File: src/rtl/arbiter_rr_n_if.sv
// ---------------------------------------------------------------------------
// arbiter_rr_n_if
//   Request/grant bundle between N bus masters and the shared-resource
//   arbiter. Vectors are indexed [0:N-1]; bit 0 is the highest fixed priority.
//
//   Signals
//     r       [0:N-1]  request vector, r[i]=1 -> requester i wants the resource
//     mode    1        0 = fixed priority, 1 = round robin
//     lock    1        1 = current holder keeps the grant while still requesting
//     g       [0:N-1]  registered one-hot grant (all-zero = no grant)
//     gvalid  1        registered, equals |g
//     gidx    IDXW     registered index of the set bit of g; 0 when g==0
//
//   Modports
//     master : requester side (drives r/mode/lock, receives the grant)
//     slave  : arbiter side   (receives r/mode/lock, drives the grant)
// ---------------------------------------------------------------------------
interface arbiter_rr_n_if #(
    parameter int N = 4
);
    localparam int IDXW = (N > 1) ? $clog2(N) : 1;

    logic [0:N-1]    r;
    logic            mode;
    logic            lock;
    logic [0:N-1]    g;
    logic            gvalid;
    logic [IDXW-1:0] gidx;

    modport master (
        output r, mode, lock,
        input  g, gvalid, gidx
    );

    modport slave (
        input  r, mode, lock,
        output g, gvalid, gidx
    );
endinterface

File: src/rtl/arbiter_rr_n.sv
// ---------------------------------------------------------------------------
// arbiter_rr_n
//   Registered N-requester arbiter with run-time selectable fixed-priority or
//   round-robin arbitration and an optional grant lock bounded by MAX_HOLD.
//   Grant appears one cycle after the request is sampled; holders can change
//   back-to-back with no idle cycle in between.
//
//   Parameters
//     N         number of requesters (>=1)
//     MAX_HOLD  max consecutive cycles one holder keeps a locked grant
//               (0 = unlimited)
//
//   Ports
//     clk    rising-edge clock
//     rst_n  asynchronous active-low reset
//     bus    arbiter_rr_n_if.slave : r/mode/lock in, g/gvalid/gidx out
// ---------------------------------------------------------------------------
module arbiter_rr_n #(
    parameter int N        = 4,
    parameter int MAX_HOLD = 16
) (
    input  logic          clk,
    input  logic          rst_n,
    arbiter_rr_n_if.slave bus
);
    localparam int IDXW = (N > 1) ? $clog2(N) : 1;
    localparam int HCW  = (MAX_HOLD > 0) ? $clog2(MAX_HOLD + 1) : 1;

    typedef enum logic {
        IDLE  = 1'b0,
        GRANT = 1'b1
    } state_t;

    state_t          state_reg,  state_next;
    logic [0:N-1]    g_reg,      g_next;
    logic            gvalid_reg, gvalid_next;
    logic [IDXW-1:0] gidx_reg,   gidx_next;   // also the current holder index
    logic [IDXW-1:0] ptr_reg,    ptr_next;    // round-robin search start
    logic [HCW-1:0]  hcnt_reg,   hcnt_next;   // cycles the holder has kept g

    logic            keep;        // holder keeps the grant this edge
    logic            limit_hit;   // holder wants to keep it but hit MAX_HOLD
    logic [0:N-1]    req_mask;    // requests taking part in arbitration
    logic [IDXW-1:0] base;        // search start (0 in fixed-priority mode)
    logic            win_found;
    logic [IDXW-1:0] win_idx;
    logic [IDXW-1:0] grant_idx;
    int              cand;

    // Index following idx, wrapping at N-1.
    function automatic logic [IDXW-1:0] succ(input logic [IDXW-1:0] idx);
        if (int'(idx) >= N - 1) begin
            return '0;
        end
        return idx + 1'b1;
    endfunction

    function automatic logic [0:N-1] onehot(input logic [IDXW-1:0] idx);
        logic [0:N-1] v;
        v      = '0;
        v[idx] = 1'b1;
        return v;
    endfunction

    // State register
    always_ff @(posedge clk or negedge rst_n) begin
        if (!rst_n) begin
            state_reg  <= IDLE;
            g_reg      <= '0;
            gvalid_reg <= 1'b0;
            gidx_reg   <= '0;
            ptr_reg    <= '0;
            hcnt_reg   <= '0;
        end else begin
            state_reg  <= state_next;
            g_reg      <= g_next;
            gvalid_reg <= gvalid_next;
            gidx_reg   <= gidx_next;
            ptr_reg    <= ptr_next;
            hcnt_reg   <= hcnt_next;
        end
    end

    // Next-state and next-output logic
    always_comb begin
        state_next  = state_reg;
        g_next      = g_reg;
        gvalid_next = gvalid_reg;
        gidx_next   = gidx_reg;
        ptr_next    = ptr_reg;
        hcnt_next   = hcnt_reg;
        keep        = 1'b0;
        limit_hit   = 1'b0;
        req_mask    = bus.r;
        base        = bus.mode ? ptr_reg : '0;
        win_found   = 1'b0;
        win_idx     = '0;
        grant_idx   = '0;
        cand        = 0;

        // Lock handling: a holder at its hold limit is excluded from this one
        // arbitration so any other requester gets a turn.
        if (state_reg == GRANT && bus.r[gidx_reg] && bus.lock) begin
            if (MAX_HOLD == 0 || int'(hcnt_reg) < MAX_HOLD - 1) begin
                keep = 1'b1;
            end else begin
                limit_hit          = 1'b1;
                req_mask[gidx_reg] = 1'b0;
            end
        end

        // First set request searching base, base+1, .. wrapping around.
        // Fixed priority is the same search started at index 0.
        for (int off = 0; off < N; off++) begin
            cand = int'(base) + off;
            if (cand >= N) begin
                cand = cand - N;
            end
            if (!win_found && req_mask[cand]) begin
                win_found = 1'b1;
                win_idx   = IDXW'(cand);
            end
        end

        // A capped holder with no competitor is simply re-granted; this is a
        // fresh grant, so its hold count restarts.
        grant_idx = win_found ? win_idx : gidx_reg;

        if (keep) begin
            hcnt_next = hcnt_reg + 1'b1;
        end else if (win_found || limit_hit) begin
            state_next  = GRANT;
            g_next      = onehot(grant_idx);
            gvalid_next = 1'b1;
            gidx_next   = grant_idx;
            ptr_next    = succ(grant_idx);
            hcnt_next   = '0;
        end else begin
            state_next  = IDLE;
            g_next      = '0;
            gvalid_next = 1'b0;
            gidx_next   = '0;
            hcnt_next   = '0;
        end
    end

    assign bus.g      = g_reg;
    assign bus.gvalid = gvalid_reg;
    assign bus.gidx   = gidx_reg;

endmodule

File: src/flat_wrapper.sv
// flat-port wrapper written by rule: the top's interface ports become plain ports
module arbiter_rr_n_flat 
#(
    parameter int N        = 4,
    parameter int MAX_HOLD = 16
)
  (clk, rst_n, bus_r, bus_mode, bus_lock, bus_g, bus_gvalid, bus_gidx);
  arbiter_rr_n_if #(.N(N)) bus_i ();
  input  logic clk;
  input  logic rst_n;
  input wire logic [$bits(bus_i.r)-1:0] bus_r;
  input wire logic [$bits(bus_i.mode)-1:0] bus_mode;
  input wire logic [$bits(bus_i.lock)-1:0] bus_lock;
  output wire logic [$bits(bus_i.g)-1:0] bus_g;
  output wire logic [$bits(bus_i.gvalid)-1:0] bus_gvalid;
  output wire logic [$bits(bus_i.gidx)-1:0] bus_gidx;
  assign bus_i.r = bus_r;
  assign bus_i.mode = bus_mode;
  assign bus_i.lock = bus_lock;
  assign bus_g = bus_i.g;
  assign bus_gvalid = bus_i.gvalid;
  assign bus_gidx = bus_i.gidx;
  arbiter_rr_n #(.N(N), .MAX_HOLD(MAX_HOLD)) u_core (.clk(clk), .rst_n(rst_n), .bus(bus_i));
endmodule
File: config.mk
export PLATFORM = sky130hd
export DESIGN_NAME = arbiter_rr_n_flat
export DESIGN_NICKNAME = d
export VERILOG_FILES = /design/src/rtl/arbiter_rr_n_if.sv /design/src/rtl/arbiter_rr_n.sv /design/src/flat_wrapper.sv
export SDC_FILE = /design/constraint.sdc
export NUM_CORES = 1
export LEC_CHECK = 0
export CORE_MARGIN = 1.5
export CORE_UTILIZATION = 60
export DETAILED_ROUTE_END_ITERATION = 12
export DONT_BUFFER_PORTS = 1
export PLACE_DENSITY = 0.76
export SLEW_MARGIN = 5
export SYNTH_ARGS = -nofsm -noshare
export SYNTH_HDL_FRONTEND = slang
export SYNTH_SLANG_ARGS = --single-unit
File: constraint.sdc
create_clock -name clk -period 3 [get_ports clk]
set_clock_uncertainty 0.05 [all_clocks]
set_input_delay 0.45 -clock clk [delete_from_list [all_inputs] [get_ports clk]]
set_output_delay 0.45 -clock clk [all_outputs]
set_load 0.03 [all_outputs]
Word-level counts from Yosys, hierarchy flattened
Cells that the tools add are included.

storage, ports and cells
  flip-flop bits (word level) = 14
  memory bits (writable) = 0
  bits in read-only memories = 0
  bits of input ports = 8
  memories = 0
  bits in latches = 0

operators by class
  shift operators = 0
  multiply operators = 0
  reduce and logical (&&, ||, !) cells = 12
  muxes and demuxes = 48
  eq/ne operators = 0
  add/subtract/negate cells = 9
  magnitude comparators = 14
  bitwise logic cells = 9
  divide/modulo/power cells = 0

operators with widths
  kind                     number
  $ge A32 B3 Y1 const B    4
  $mux W32                 4
  $not A32 Y32             4
  $ge A32 B4 Y1 const B    3
  $sub A32 B4 Y32 const B  3
  $mux W1                  24
  $mux W2                  9
  $mux W4                  3
  $bmux W1 S2              5
  $logic_and A1 B1 Y1      7
  $add A2 B2 Y3 const B    2
  $ge A3 B3 Y1 const B     2
  $lt A3 B1 Y1 const B     2
  $not A2 Y3               2
  $add A5 B1 Y5 const B    1
  $lt A5 B4 Y1 const B     1
  $mux W5                  1
  $and A4 B4 Y4            1
  $demux W1 S2             2
  $not A4 Y4               1
  $sub A2 B3 Y4 const B    1
  $add A2 B1 Y3 const B    1
  $ge A2 B3 Y1 const B     1
  $logic_not A1 Y1         3
  5 further kinds          5

Longest topological paths before layout
  depth after elaboration = 29
  mapped depth = 10
  gate-level depth less buffers = 8

Worst setup path before layout
OpenSTA, ideal clock, no wires.

  path type = reg2reg
  from = register u_core.gidx_reg[1], in the netlist u_core.bus.gidx[1]
  to = register u_core.ptr_reg[1]
  period minus slack after synthesis = 3035 ps
  path slack = -35 ps
  data arrival time = 2857 ps
  stages on the path, launching flop included = 11
  cells stage by stage = dfrtp_1 -> buf_4 -> mux2i_2 -> o22ai_4 -> buf_6 -> a211o_1 -> a211o_1 -> a211o_2 -> o211a_1 -> ha_1 -> mux2_1

on the way
  longest elaborated chain between the ends = 28
  elaborated cells on any way between the ends = 53
  those cells by class = add/sub: 1; order compare: 3; mux: 34; bitwise: 4; reduce/logical: 11

RTL lines
  item                                                                       RTL line                                  text
  from (decl)                                                                arbiter_rr_n.sv:37                        logic [IDXW-1:0] gidx_reg, gidx_next;
  from (signal assigned)                                                     arbiter_rr_n.sv:78                        gidx_reg <= gidx_next;
  $not A2 Y3 (implied by the code)                                           arbiter_rr_n.sv:103, arbiter_rr_n.sv:108
  $ge A3 B3 Y1 (implied by the code) / $lt A3 B1 Y1 (equally long branches)  arbiter_rr_n.sv:108                       req_mask[gidx_reg] = 1'b0;
  $logic_and A1 B1 Y1 (implied by the code)                                  arbiter_rr_n.sv:108
  $mux W1 (implied by the code)                                              arbiter_rr_n.sv:108
  $demux W1 S2                                                               arbiter_rr_n.sv:108
  $not A4 Y4 (no line)                                                       n/a
  $and A4 B4 Y4 (no line)                                                    n/a
  $mux W4                                                                    arbiter_rr_n.sv:104                       if (MAX_HOLD == 0 || int'(hcnt_reg) < MAX_HOLD - 1) begin
  [12 not listed]                                                            n/a
  $logic_and A1 B1 Y1                                                        arbiter_rr_n.sv:119                       if (!win_found && req_mask[cand]) begin
  $mux W2 / $mux W1 (equally long branches)                                  arbiter_rr_n.sv:119
  $mux W2                                                                    arbiter_rr_n.sv:127                       grant_idx = win_found ? win_idx : gidx_reg;
  $ge A2 B2 Y1                                                               arbiter_rr_n.sv:52                        if (int'(idx) >= N - 1) begin
  $mux W1                                                                    arbiter_rr_n.sv:52
  $mux W1                                                                    arbiter_rr_n.sv:131                       end else if (win_found || limit_hit) begin
  $mux W1                                                                    arbiter_rr_n.sv:129                       if (keep) begin
  $mux W2                                                                    arbiter_rr_n.sv:55                        return idx + 1'b1;
  to (signal assigned)                                                       arbiter_rr_n.sv:79                        ptr_reg <= ptr_next;
  to (decl)                                                                  arbiter_rr_n.sv:38                        logic [IDXW-1:0] ptr_reg, ptr_next;

Several ways; a longest one is shown, not always the timed one. The select of a mux whose other input is x is not followed.
A chain may end at the register's enable or synchronous reset.

Worst setup path after layout
Same ends and word-level chain as after synthesis.

==> impl_metrics.env <==
export IMPL_cts_sinks=14
export IMPL_synth_top_area_share_pct=32.6
export IMPL_slew_viol_final=0
export IMPL_vdd_drop_max_uv=555
export IMPL_hpwl_microns=1800
export IMPL_overflow=0
export IMPL_outcome="finished, final reports clean"
export IMPL_drt_total_wl_microns=2220
export IMPL_synth_ff_type="dfrtp_1"
export IMPL_yosysTopAreaCell="dfrtp_1"
export IMPL_p_clk_share_pct=12.8
export IMPL_internal_power_w=0.000559
export IMPL_synth_most_common_cell="dfrtp_1"
export IMPL_cts_buffers=3
export IMPL_synth_nets=115
export IMPL_yosys_warnings=0
export IMPL_async_flop_share_pct=100
export IMPL_top_usage_layer="met2"
export IMPL_synth_seq_area_share_pct=32.6
export IMPL_gr_usage_met2_pct=42.0
export IMPL_synthDistinctLibCells=44
export IMPL_avgSynthCellArea_sq_um=10.5
export IMPL_drtIter0Drc=35
export IMPL_h_tree_depth=1
export IMPL_hp_class="flop to flop"
export IMPL_place_inst=126
export IMPL_die_x_microns=45.3
export IMPL_setup_viol=0
export IMPL_syn_to_final_growth_pct=6.29
export IMPL_critPathCaptureType="flop"
export IMPL_cts_hold_buf=1
export IMPL_num_rows=15
export IMPL_crit_type="flop to flop"
export IMPL_clkLatencyLatePin_ps=280
export IMPL_grt_max_degree=15
export IMPL_power_w=0.00105
export IMPL_cts_resized=0
export IMPL_ant_nets=0
export IMPL_antenna_cells=0
export IMPL_synth_edf_count=0
export IMPL_cts_tree="built"
export IMPL_dr_total_vias=859
export IMPL_min_period_over_period_pct=95.9
export IMPL_globalRouteMet3Util_pct=2.80
export IMPL_drv_cap=0
export IMPL_hold_violations=0
export IMPL_final_setup_tns_ps=0
export IMPL_post_cts_setup_buffer_count=0
export IMPL_postLayoutSetupSlackWorst_ps=124
export IMPL_io_buffers=0
export IMPL_drc=0
export IMPL_power_density_nw_per_um2=918
export IMPL_tightest_slew_ps=630
export IMPL_min_period_ps=2880
export IMPL_p_seq_share_pct=35.5
export IMPL_power_frac_comb_pct=51.7
export IMPL_arrival_ps=3000
export IMPL_layout_drive_gt1_share_pct=24.5
export IMPL_largest_register_ff_count=5
export IMPL_grt_usage_pct=24.6
export IMPL_ios=15
export IMPL_placeableCoreArea_sq_um=1710
export IMPL_clockBufferDepth=2
export IMPL_cts_root_buf="clkbuf_4"
export IMPL_dr_pass1_iters=4
export IMPL_cts_clk_slew_worst_paths_ps=80
export IMPL_post_place_ws_ps=129
export IMPL_dieArea_sq_um=2050
export IMPL_rsz0062_at_grt="no"
export IMPL_grtUsageMet1_pct=29.7
export IMPL_grt_pass1_vias=829
export IMPL_wire_per_inst_microns=16.9
export IMPL_required_ps=3120
export IMPL_leakagePower_nw=0.487
export IMPL_power_switching_w=0.000488
export IMPL_antenna_found_initial=0
export IMPL_place_congestion=0.925
export IMPL_final_cell_count_no_fill=131
export IMPL_synth_seq_cells=14
export IMPL_nNetsFinal=120
export IMPL_die_h_microns=45.3
export IMPL_maxSlewHeadroom_pct=57.8
export IMPL_start_util_pct=62.9
export IMPL_netlist_instances=102
export IMPL_grt_pass1_wl_microns=3540
export IMPL_syn_area_sq_um=1070
export IMPL_cp_start_kind="flop"
export IMPL_final_util_pct=66.8
export IMPL_cp_max_fo=13
export IMPL_synth_common_cells="dfrtp_1, a21oi_1, nor2_1"
export IMPL_via_per_inst=6.56
export IMPL_p_sw_share_pct=46.6
export IMPL_yosys_top_cells_area="dfrtp_1, ha_1, mux2i_1"
export IMPL_max_freq_ghz=0.348
==> power groups by stage <==
| stage | registers [W] | logic, W | clock network [W] |
|---|---|---|---|
| floorplan | 0.000360 | 0.000463 | 0 |
| global placement | 0.000371 | 0.000518 | 0 |
| CTS | 0.000371 | 0.000542 | 0.000136 |
| finish | 0.000372 | 0.000541 | 0.000134 |
| global route | 0.000382 | 0.000588 | 0.000142 |
| detailed placement | 0.000374 | 0.000536 | 0 |
==> through the flow <==
| stage | cell area (sq um) | hold slack, ps |
|---|---|---|
| 6_report | 1140 | 521 |
| 5_1_grt | 1140 | 556 |
| 4_1_cts | 1140 | 514 |
| 3_5_place_dp | 1090 | 105 |
| 3_3_place_gp | 1090 | 105 |
| 2_1_floorplan | 1070 | 104 |
==> worst max-delay path, cell delays in order (launching register included) <==
cell and delay (ps):
dfrtp_2 460, mux2i_2 330, o22ai_4 190, a211o_1 290
a211o_1 340, a211o_2 380, o211a_1 160, ha_1 290
mux2_1 290
==> cell families (layout without fill, tap and decap cells) <==
group | Yosys count | after routing | synth area share, %
DFF | 14 | 14 | 32.6
and+or+nand+nor | 31 | 31 | 19.2
muxes | 7 | 7 | 7.34
xor gates and xnor gates | 2 | 2 | 1.63
buffers and inverters | 8 | 12 | 5.24
AOI/OAI and AO/OA | 35 | 35 | 28.1
adders and majority gates | 5 | 5 | 5.83
==> final timing paths <==
| check | cells after the start | end | from | slack [ps] |
|---|---|---|---|---|
| setup reg to reg | 8 | u_core.ptr_reg[1] | u_core.bus.gidx[1] | 120 |
| hold reg to reg | 1 | u_core.hcnt_reg[0] | u_core.hcnt_reg[0] | 520 |
| hold / removal | 1 | u_core.hcnt_reg[0] | u_core.hcnt_reg[0] | 520 |
| setup / recovery | 8 | u_core.ptr_reg[1] | u_core.bus.gidx[1] | 120 |
| max in group asynchronous | 1 | u_core.bus.gidx[1] | rst_n | 1880 |
| min in group asynchronous | 1 | u_core.ptr_reg[1] | rst_n | 570 |
==> placed cells by master, fill, tap and decap left out, types with 4 or more instances in the layout <==
cell and n:
mux2i_1 4, a22o_1 4, ha_1 5, buf_4 5, a21oi_1 7, a211oi_1 4, nand2_1 5, nor2_1 7
dfrtp_1 13
==> routing by layer <==
metal | part of all wire (%) | vias up | wire length, microns
met5 | 0 | - | 0
met4 | 3.2 | 0 | 71
met3 | 4.7 | 9 | 105
met2 | 49 | 28 | 1090
met1 | 43 | 419 | 950
li1 | - | 403 | -
==> cell type report <==
| class | count | area (sq um) |
|---|---|---|
| multi-input combinational | 80 | 667 |
| fill | 147 | 567 |
| sequential | 14 | 352 |
| timing repair buffer | 6 | 47.5 |
| clock buffer | 4 | 36.3 |
| tap | 25 | 31.3 |
| inverter | 2 | 7.51 |
Power figures use the tool's default switching activity.
